[src/rtl/txrx_tx_seq_pkg.sv]
// Shared TXRX definitions: register map (common with the slave), sequencer state encoding, field widths.
package txrx_tx_seq_pkg;

    localparam int CH_IDX_W = 6;

    localparam logic [4:0] TX_EN       = 5'h00;
    localparam logic [4:0] TX_START    = 5'h01;
    localparam logic [4:0] TX_DATA     = 5'h02;
    localparam logic [4:0] TXRX_AA     = 5'h03;
    localparam logic [4:0] TXRX_CH_IDX = 5'h04;
    localparam logic [4:0] TX_READY    = 5'h05;

    typedef enum logic [3:0] {
        S_IDLE  = 4'd0,
        S_W_AA  = 4'd1,
        S_W_CH  = 4'd2,
        S_W_EN  = 4'd3,
        S_PUSH  = 4'd4,
        S_W_ST1 = 4'd5,
        S_W_ST0 = 4'd6,
        S_WAIT  = 4'd7,
        S_POLL  = 4'd8,
        S_W_DIS = 4'd9,
        S_FIN   = 4'd10
    } seq_state_t;

endpackage

[src/rtl/txrx_tx_seq_if.sv]
// TXRX register bus: initiator drives valid/address/wdata/wstrb, slave answers with a one-cycle ready and rdata.
interface txrx_tx_seq_if #(
    parameter int ADDR_W = 5
);
    logic              valid;
    logic [ADDR_W-1:0] address;
    logic [31:0]       wdata;
    logic              wstrb;
    logic [31:0]       rdata;
    logic              ready;

    modport master (output valid, address, wdata, wstrb, input rdata, ready);
    modport slave  (input valid, address, wdata, wstrb, output rdata, ready);
endinterface

[src/rtl/txrx_byte_fifo.sv]
// Single-clock byte FIFO; rd_dat shows the head combinationally, pop/push take effect at the clock edge.
// A push is accepted when full only if a pop happens in the same cycle.
module txrx_byte_fifo #(
    parameter int DEPTH = 8,
    parameter int W     = 8
) (
    input  logic                     clk,
    input  logic                     rst,
    input  logic                     wr_en,
    input  logic [W-1:0]             wr_dat,
    input  logic                     rd_en,
    output logic [W-1:0]             rd_dat,
    output logic                     full,
    output logic                     empty,
    output logic [$clog2(DEPTH):0]   count
);
    localparam int AW = $clog2(DEPTH);
    localparam int CW = AW + 1;

    logic [W-1:0]  mem [DEPTH];
    logic [AW-1:0] wr_ptr;
    logic [AW-1:0] rd_ptr;
    logic          do_push;
    logic          do_pop;

    assign full    = (count == CW'(DEPTH));
    assign empty   = (count == '0);
    assign rd_dat  = mem[rd_ptr];
    assign do_pop  = rd_en && !empty;
    assign do_push = wr_en && (!full || do_pop);

    always_ff @(posedge clk) begin
        if (do_push) mem[wr_ptr] <= wr_dat;
    end

    always_ff @(posedge clk) begin
        if (!rst) begin
            wr_ptr <= '0;
            rd_ptr <= '0;
            count  <= '0;
        end else begin
            if (do_push) wr_ptr <= wr_ptr + 1'b1;
            if (do_pop)  rd_ptr <= rd_ptr + 1'b1;
            case ({do_push, do_pop})
                2'b10:   count <= count + 1'b1;
                2'b01:   count <= count - 1'b1;
                default: count <= count;
            endcase
        end
    end
endmodule

[src/rtl/txrx_tx_seq.sv]
// Runs one TXRX transmit (AA, CH, EN, data bytes, START pulse, TX_READY polling, disable) as bus initiator.
// Each register access is 2 bus cycles plus 1 idle; an empty byte FIFO stalls PUSH with the bus idle.
module txrx_tx_seq
    import txrx_tx_seq_pkg::*;
#(
    parameter int ADDR_W     = 5,
    parameter int LEN_W      = 6,
    parameter int FIFO_DEPTH = 8,
    parameter int POLL_GAP   = 16,
    parameter int TIMEOUT    = 4096
) (
    input  logic                clk,
    input  logic                rst,
    input  logic                go,
    input  logic [31:0]         aa,
    input  logic [CH_IDX_W-1:0] ch_idx,
    input  logic [LEN_W-1:0]    len,
    input  logic [7:0]          byte_in,
    input  logic                byte_valid,
    output logic                byte_ready,
    output logic                busy,
    output logic                done,
    output logic                err,
    txrx_tx_seq_if.master       m
);
    localparam int PCW = $clog2(TIMEOUT + 1);
    localparam int GCW = $clog2(POLL_GAP + 1);

    seq_state_t                 state;
    seq_state_t                 nxt;
    logic [31:0]                aa_q;
    logic [CH_IDX_W-1:0]        ch_q;
    logic [LEN_W-1:0]           byte_cnt;
    logic [PCW-1:0]             poll_cnt;
    logic [GCW-1:0]             gap_cnt;
    logic                       fifo_full;
    logic                       fifo_empty;
    logic                       fifo_pop;
    logic [7:0]                 fifo_dat;
    logic [$clog2(FIFO_DEPTH):0] fifo_count;
    logic                       is_bus;
    logic                       issue;
    logic [4:0]                 req_addr;
    logic [31:0]                req_dat;
    logic                       req_wr;
    logic                       rdata_unused;

    assign rdata_unused = ^{m.rdata[31:1], fifo_count};
    assign byte_ready   = !fifo_full;
    assign is_bus       = (state != S_IDLE) && (state != S_WAIT) && (state != S_FIN);
    assign issue        = is_bus && !m.valid && ((state != S_PUSH) || !fifo_empty);
    assign fifo_pop     = issue && (state == S_PUSH);

    txrx_byte_fifo #(.DEPTH(FIFO_DEPTH), .W(8)) u_fifo (
        .clk    (clk),
        .rst    (rst),
        .wr_en  (byte_valid && !fifo_full),
        .wr_dat (byte_in),
        .rd_en  (fifo_pop),
        .rd_dat (fifo_dat),
        .full   (fifo_full),
        .empty  (fifo_empty),
        .count  (fifo_count)
    );

    // Request contents and successor state for whichever register access the current state owns.
    always_comb begin
        req_addr = TX_EN;
        req_dat  = '0;
        req_wr   = 1'b1;
        nxt      = state;
        case (state)
            S_W_AA:  begin req_addr = TXRX_AA;     req_dat = aa_q;                  nxt = S_W_CH; end
            S_W_CH:  begin req_addr = TXRX_CH_IDX; req_dat = {26'b0, ch_q};         nxt = S_W_EN; end
            S_W_EN:  begin req_addr = TX_EN;       req_dat = 32'd1;
                           nxt = (byte_cnt == '0) ? S_W_ST1 : S_PUSH; end
            S_PUSH:  begin req_addr = TX_DATA;     req_dat = {24'b0, fifo_dat};
                           nxt = (byte_cnt == LEN_W'(1)) ? S_W_ST1 : S_PUSH; end
            S_W_ST1: begin req_addr = TX_START;    req_dat = 32'd1;                 nxt = S_W_ST0; end
            S_W_ST0: begin req_addr = TX_START;    req_dat = 32'd0;                 nxt = S_WAIT; end
            S_POLL:  begin req_addr = TX_READY;    req_wr  = 1'b0;
                           nxt = (m.rdata[0] || (poll_cnt == PCW'(TIMEOUT - 1))) ? S_W_DIS : S_WAIT; end
            S_W_DIS: begin req_addr = TX_EN;       req_dat = 32'd0;                 nxt = S_FIN; end
            default: ;
        endcase
    end

    always_ff @(posedge clk) begin
        if (!rst) begin
            state     <= S_IDLE;
            m.valid   <= 1'b0;
            m.address <= '0;
            m.wdata   <= '0;
            m.wstrb   <= 1'b0;
            busy      <= 1'b0;
            done      <= 1'b0;
            err       <= 1'b0;
            aa_q      <= '0;
            ch_q      <= '0;
            byte_cnt  <= '0;
            poll_cnt  <= '0;
            gap_cnt   <= '0;
        end else begin
            done <= 1'b0;
            case (state)
                S_IDLE: if (go) begin
                    aa_q     <= aa;
                    ch_q     <= ch_idx;
                    byte_cnt <= len;
                    poll_cnt <= '0;
                    err      <= 1'b0;
                    busy     <= 1'b1;
                    state    <= S_W_AA;
                end
                S_WAIT: begin
                    if (gap_cnt == GCW'(POLL_GAP - 1)) state <= S_POLL;
                    else gap_cnt <= gap_cnt + 1'b1;
                end
                S_FIN: state <= S_IDLE;
                default: begin
                    if (issue) begin
                        m.valid   <= 1'b1;
                        m.address <= ADDR_W'(req_addr);
                        m.wdata   <= req_dat;
                        m.wstrb   <= req_wr;
                    end else if (m.valid && m.ready) begin
                        // Dropping valid here guarantees the idle cycle before the next access.
                        m.valid <= 1'b0;
                        m.wstrb <= 1'b0;
                        state   <= nxt;
                        if (state == S_PUSH) byte_cnt <= byte_cnt - 1'b1;
                        if (state == S_POLL && !m.rdata[0]) begin
                            poll_cnt <= poll_cnt + 1'b1;
                            if (poll_cnt == PCW'(TIMEOUT - 1)) err <= 1'b1;
                        end
                        if (nxt == S_WAIT) gap_cnt <= '0;
                        if (nxt == S_FIN) begin
                            done <= 1'b1;
                            busy <= 1'b0;
                        end
                    end
                end
            endcase
        end
    end
endmodule

[src/flat_wrapper.sv]
// flat-port wrapper written by rule: the top's interface ports become plain ports
module txrx_tx_seq_flat import txrx_tx_seq_pkg::*;
#(
    parameter int ADDR_W     = 5,
    parameter int LEN_W      = 6,
    parameter int FIFO_DEPTH = 8,
    parameter int POLL_GAP   = 16,
    parameter int TIMEOUT    = 4096
)
  (clk, rst, go, aa, ch_idx, len, byte_in, byte_valid, byte_ready, busy, done, err, m_valid, m_address, m_wdata, m_wstrb, m_rdata, m_ready);
  txrx_tx_seq_if #(.ADDR_W(ADDR_W)) m_i ();
  input  logic clk;
  input  logic rst;
  input  logic go;
  input  logic [31:0] aa;
  input  logic [CH_IDX_W-1:0] ch_idx;
  input  logic [LEN_W-1:0] len;
  input  logic [7:0] byte_in;
  input  logic byte_valid;
  output logic byte_ready;
  output logic busy;
  output logic done;
  output logic err;
  output wire logic [$bits(m_i.valid)-1:0] m_valid;
  output wire logic [$bits(m_i.address)-1:0] m_address;
  output wire logic [$bits(m_i.wdata)-1:0] m_wdata;
  output wire logic [$bits(m_i.wstrb)-1:0] m_wstrb;
  input wire logic [$bits(m_i.rdata)-1:0] m_rdata;
  input wire logic [$bits(m_i.ready)-1:0] m_ready;
  assign m_valid = m_i.valid;
  assign m_address = m_i.address;
  assign m_wdata = m_i.wdata;
  assign m_wstrb = m_i.wstrb;
  assign m_i.rdata = m_rdata;
  assign m_i.ready = m_ready;
  txrx_tx_seq #(.ADDR_W(ADDR_W), .LEN_W(LEN_W), .FIFO_DEPTH(FIFO_DEPTH), .POLL_GAP(POLL_GAP), .TIMEOUT(TIMEOUT)) u_core (.clk(clk), .rst(rst), .go(go), .aa(aa), .ch_idx(ch_idx), .len(len), .byte_in(byte_in), .byte_valid(byte_valid), .byte_ready(byte_ready), .busy(busy), .done(done), .err(err), .m(m_i));
endmodule
[config.mk]
export PLATFORM = sky130hd
export DESIGN_NAME = txrx_tx_seq_flat
export DESIGN_NICKNAME = d
export VERILOG_FILES = /design/src/rtl/txrx_tx_seq_pkg.sv /design/src/rtl/txrx_tx_seq_if.sv /design/src/rtl/txrx_byte_fifo.sv /design/src/rtl/txrx_tx_seq.sv /design/src/flat_wrapper.sv
export SDC_FILE = /design/constraint.sdc
export NUM_CORES = 1
export LEC_CHECK = 0
export CAP_MARGIN = 15
export CORE_AREA = 8 8 207 110
export DETAILED_ROUTE_END_ITERATION = 10
export DIE_AREA = 0 0 215 118
export GPL_ROUTABILITY_DRIVEN = 0
export PLACE_DENSITY = 0.69
export SLEW_MARGIN = 20
export SYNTH_ARGS = -nofsm -noshare
export SYNTH_HDL_FRONTEND = slang
export SYNTH_HIERARCHICAL = 1
export SYNTH_SLANG_ARGS = --single-unit
[constraint.sdc]
create_clock -name clk -period 4.24 [get_ports clk]
set_input_delay 0.636 -clock clk [delete_from_list [all_inputs] [get_ports clk]]
set_output_delay 0.636 -clock clk [all_outputs]
set_load 0.02 [all_outputs]
==> flow_metrics.py <==
metrics = {
    "synth": {
        "synth_sequential_area_ratio_pct": 55.18,
        "synth-seq-cells": 183,
        "synth_top_family_by_area": "simple AND/OR/NAND/NOR gates",
        "synth-main-ff-cell": "sky130_fd_sc_hd__dfxtp_1",
        "ys_types": 71,
        "netlist_area_um2": 7800,
        "yosys.area_share.xor_xnor_pct": 2.133,
        "yosys_warnings": 6,
        "post_synth_and_or_nand_nor_area_fraction_pct": 15.86,
        "synth_top_area_share_pct": 30.54,
        "async_reset_ff_share_pct": 0,
        "synth.largest_area_cell": "sky130_fd_sc_hd__dfxtp_1",
        "adder_cell_share_of_the_synthesized_area_pct": 1.861,
        "avgSynthCellArea_um2": 10.86,
        "synth_compound_gate_area_share_pct": 14.28,
        "synthMuxAreaShare_pct": 6.641,
        "synth_enable_flop_cells": 64,
        "ys_top_cells_by_area": "sky130_fd_sc_hd__dfxtp_1 (31%), sky130_fd_sc_hd__edfxtp_1 (25%), sky130_fd_sc_hd__nand2_1 (5.1%)",
        "post_synth_inst_count": 718,
    },
    "placement": {
        "detailed_place_hpwl_mm": 13.39,
        "placed_cells_incl_taps": 1062,
        "place_area_um2": 9025,
        "place.port_buffers": 98,
    },
    "setup_path": {
        "timing.critical_path.to_type": "flop",
        "critPathTopFamily": "simple AND/OR/NAND/NOR gates",
        "cp.depth": 13,
        "worst-r2r-cell-count": 13,
        "timing.critical_path.buf_inv": 2,
        "worst_path_max_delay_cell": "sky130_fd_sc_hd__dfxtp_1",
        "r2r-end": "u_core/u_fifo/count[3]",
        "r2r_start": "u_core/state[3]",
        "worstPathRequired_ns": 4.61,
        "worstSetupStartpointType": "flop",
        "critical_path.cell_chain": "or2_1 -> nor2_1 -> a221o_1 -> nor4b_1 -> buf_4 -> o21ai_2 -> or2_2 -> inv_1 -> ha_1 -> a21oi_1 -> nand2_1 -> o31a_1 -> nand4_1",
        "timing_worst_setup_path_type": "flop to flop",
        "max_stage_delay_ns": 0.67,
        "largest_fanout_of_any_net_on_the_critical_path": 14,
        "cp.arrival_ns": 3.87,
        "critPathLaunch": "u_core/state[3]",
        "rrSetupSlack_ns": 0.74,
    },
    "clock_tree": {
        "cts-resized-gates": 0,
        "numCtsBuffers": 17,
        "clockBufferDepth": 2,
        "ctsRootBufferMaster": "sky130_fd_sc_hd__clkbuf_16",
        "postCtsHoldBufs": 0,
        "insertion_delay_ns": 0.43,
        "cts_tree": "done",
        "worst_setup_hold_path_clk_slew_ns": 0.07,
        "htree_depth": 4,
        "cts.sink_count": 183,
        "post_cts_buffers": 0,
    },
    "routing": {
        "vias": 5735,
        "routed_via_density": 5.237,
        "post-route-drc-count": 0,
        "postRouteWirelength_mm": 19.31,
        "drt-initial-drc-count": 406,
        "drt-pass1-iter-count": 5,
        "ant_nets": 0,
        "post_drt_wl_per_cell_um": 17.64,
    },
    "power_and_ir_drop": {
        "fin_total_pwr_uw": 3824,
        "switching_power_uw": 961.2,
        "switching_share_pct": 25.14,
        "leakage_uw": 0.003379,
        "clock_power_share_pct": 40.5,
        "pwr_density_cell_nw_per_um2": 398.6,
        "combinationalPowerShare_pct": 9.5,
        "internal-power_uw": 2863,
        "vdd.ir_drop.worst_mv": 0.2755,
        "seq_power_share_pct": 50.0,
    },
    "layout": {
        "syn2layout_area_growth_pct": 22.99,
        "finalNonFillerCells": 1095,
        "drive_gt1_share_pct": 10.72,
        "layout_nets": 908,
        "final_design_area_no_fill_um2": 9593,
    },
    "status": {
        "result_of_the_run": "finished, final reports clean",
    },
    "job": {
        "max_cap_viol_count": 0,
    },
    "global_routing": {
        "leftover_overflow_at_the_end_of_global_routing": 0,
        "global_route_wire_length_before_repair_mm": 31.24,
        "total_routing_usage_reported_by_global_routing_pct": 15.26,
        "pin_count_of_the_biggest_net_entering_global_routing": 47,
        "grt_antenna_before_repair": 0,
        "grt_pass1_vias": 5537,
    },
    "timing": {
        "setup_total_negative_slack_ns": 0,
        "finalCritPeriodShare_pct": 82.50,
        "slew_viol_final": 0,
        "tightestPinTransition_ns": 0.9846,
        "period_minus_slack_ns": 3.498,
        "finClkSkew_ns": 0.01638,
        "hold_violations": 0,
        "setup_viol": 0,
        "fmaxAchievable_mhz": 285.9,
        "maxSlewHeadroom_pct": 34.27,
        "rsz0062_at_grt": "false",
    },
    "worst_hold_path": {
        "worstHoldPathCells": 2,
        "timing.hold.worst.start": "u_core/m.wdata[5]",
        "timing.hold.worst.class": "flop to flop",
        "hold_path_end": "u_core/m.wdata[5]",
    },
    "die": {
        "core_area_um2": 20000,
        "rows": 37,
        "chip_height_um": 118,
        "top_level_ports": 132,
        "die_w_um": 215,
        "floorplan.initialDensity_pct": 39.00,
        "dieArea_um2": 25370,
    },
}
## placed cells by master, fill, tap and decap left out, drive strengths merged, types with 10 or more instances in the layout
cell type        n
mux4            16
nor3            15
edfxtp          64
clkbuf          19
clkdlybuf4s50   98
xnor2           10
dfxtp          119
nand3           14
inv             18
ha              10
nor2            51
a22o            33
nand2          105
o21ai           24
buf             22
a21oi           63
## power by group through the flow
stage	combinational (uW)	sequential, uW	clock, uW
after CTS	366	1910	1580
after global routing	401	1920	1660
final	365	1910	1550
after detailed placement	363	1950	0
after floorplan	217	1950	0
after global placement	356	1950	0
## logic make-up (layout without fill, tap and decap cells)
| group | after synthesis | count (layout) |
|---|---|---|
| other | 1 | 3 |
| adders and majority gates | 11 | 11 |
| buffers and inverters | 62 | 164 |
| xor gates and xnor gates | 19 | 19 |
| and+or+nand+nor | 254 | 254 |
| DFF | 183 | 183 |
| muxes | 27 | 27 |
| AOI/OAI and AO/OA | 161 | 161 |
## cells in the mapped netlist, types with 4 or more instances
cell type                  count
sky130_fd_sc_hd__buf_2        14
sky130_fd_sc_hd__dfxtp_1     119
sky130_fd_sc_hd__nor3_1       14
sky130_fd_sc_hd__a211oi_1      4
sky130_fd_sc_hd__mux4_2        6
sky130_fd_sc_hd__and3_1        8
sky130_fd_sc_hd__or2_2         4
sky130_fd_sc_hd__nand4_1       9
sky130_fd_sc_hd__nand2_1     105
sky130_fd_sc_hd__mux2_2        8
sky130_fd_sc_hd__and2_1        4
sky130_fd_sc_hd__or3_1         7
sky130_fd_sc_hd__clkbuf_1     22
sky130_fd_sc_hd__ha_1         10
sky130_fd_sc_hd__buf_1         4
sky130_fd_sc_hd__a21oi_1      63
sky130_fd_sc_hd__nand2b_1      9
sky130_fd_sc_hd__xor2_1        9
sky130_fd_sc_hd__o21ai_0      21
sky130_fd_sc_hd__xnor2_1      10
sky130_fd_sc_hd__mux4_1       10
sky130_fd_sc_hd__nor2_1       50
sky130_fd_sc_hd__nand3_1      14
sky130_fd_sc_hd__edfxtp_1     64
sky130_fd_sc_hd__o211ai_1      5
sky130_fd_sc_hd__a22oi_1       6
sky130_fd_sc_hd__a22o_1       33
sky130_fd_sc_hd__nor2b_1       5
sky130_fd_sc_hd__inv_1        11
sky130_fd_sc_hd__buf_4         6
## sequential cells by signal (all words and copies together), names as in the netlist, 3 cells and up, named ones only
| register | count |
|---|---|
| u_core/aa_q | 32 |
| u_core/gap_cnt | 5 |
| u_core/u_fifo/rd_ptr | 3 |
| u_core/byte_cnt | 6 |
| u_core/u_fifo/mem | 64 |
| u_core/m.wdata | 32 |
| u_core/ch_q | 6 |
| u_core/u_fifo/wr_ptr | 3 |
| u_core/u_fifo/count | 4 |
| u_core/m.address | 3 |
| u_core/state | 4 |
| u_core/poll_cnt | 13 |
## area by class of cell
cell class	instances	area (um^2)
antenna	1	2.502
clock buffer	19	442.9
clock inverter	13	122.6
fill	1851	10410
inverter	12	45.04
multi-input combinational	474	3188
sequential	183	4304
tap	273	341.6
timing repair buffer	120	1146
## metal layers
layer  wire length [um]  vias to the layer above  GRT usage [%]
li1                   -                     2777              -
met1               9921                     2745          23.17
met2               7732                      199          20.70
met3               1514                       14          4.695
met4                146                        0          3.175
met5                  0                        -              0
## how the worst max path moves through the flow
stage / end / slack (ns)
after floorplan: u_core/u_fifo/mem[0][0] / 0.75
after global placement: u_core/u_fifo/count[3] / 0.92
after detailed placement: u_core/u_fifo/count[3] / 0.84
after CTS: u_core/u_fifo/count[3] / 0.79
after global routing: u_core/u_fifo/count[3] / 0.45
final: u_core/u_fifo/count[3] / 0.74
## stage by stage
stage	hold slack, ns	util (%)	setup slack [ns]
4_1_cts	0.4563	47.95	0.7920
3_5_place_dp	0.4415	45.13	0.8432
6_report	0.4517	47.97	0.7420
2_1_floorplan	0.4360	-	0.7533
5_1_grt	0.4685	47.95	0.4548
3_3_place_gp	0.4436	45.13	0.9207
## worst reg2reg max path: cells and delay by family, from the launching register on
kind                     cells  cell delay [ns]
AO/OA/AOI/OAI                4             0.89
adder cells (fa/ha/maj)      1             0.27
buffers and inverters        2             0.32
flip-flops                   1             0.67
AND/OR/NAND/NOR              6             1.28
Note: power is estimated with default switching activity, not from simulation.
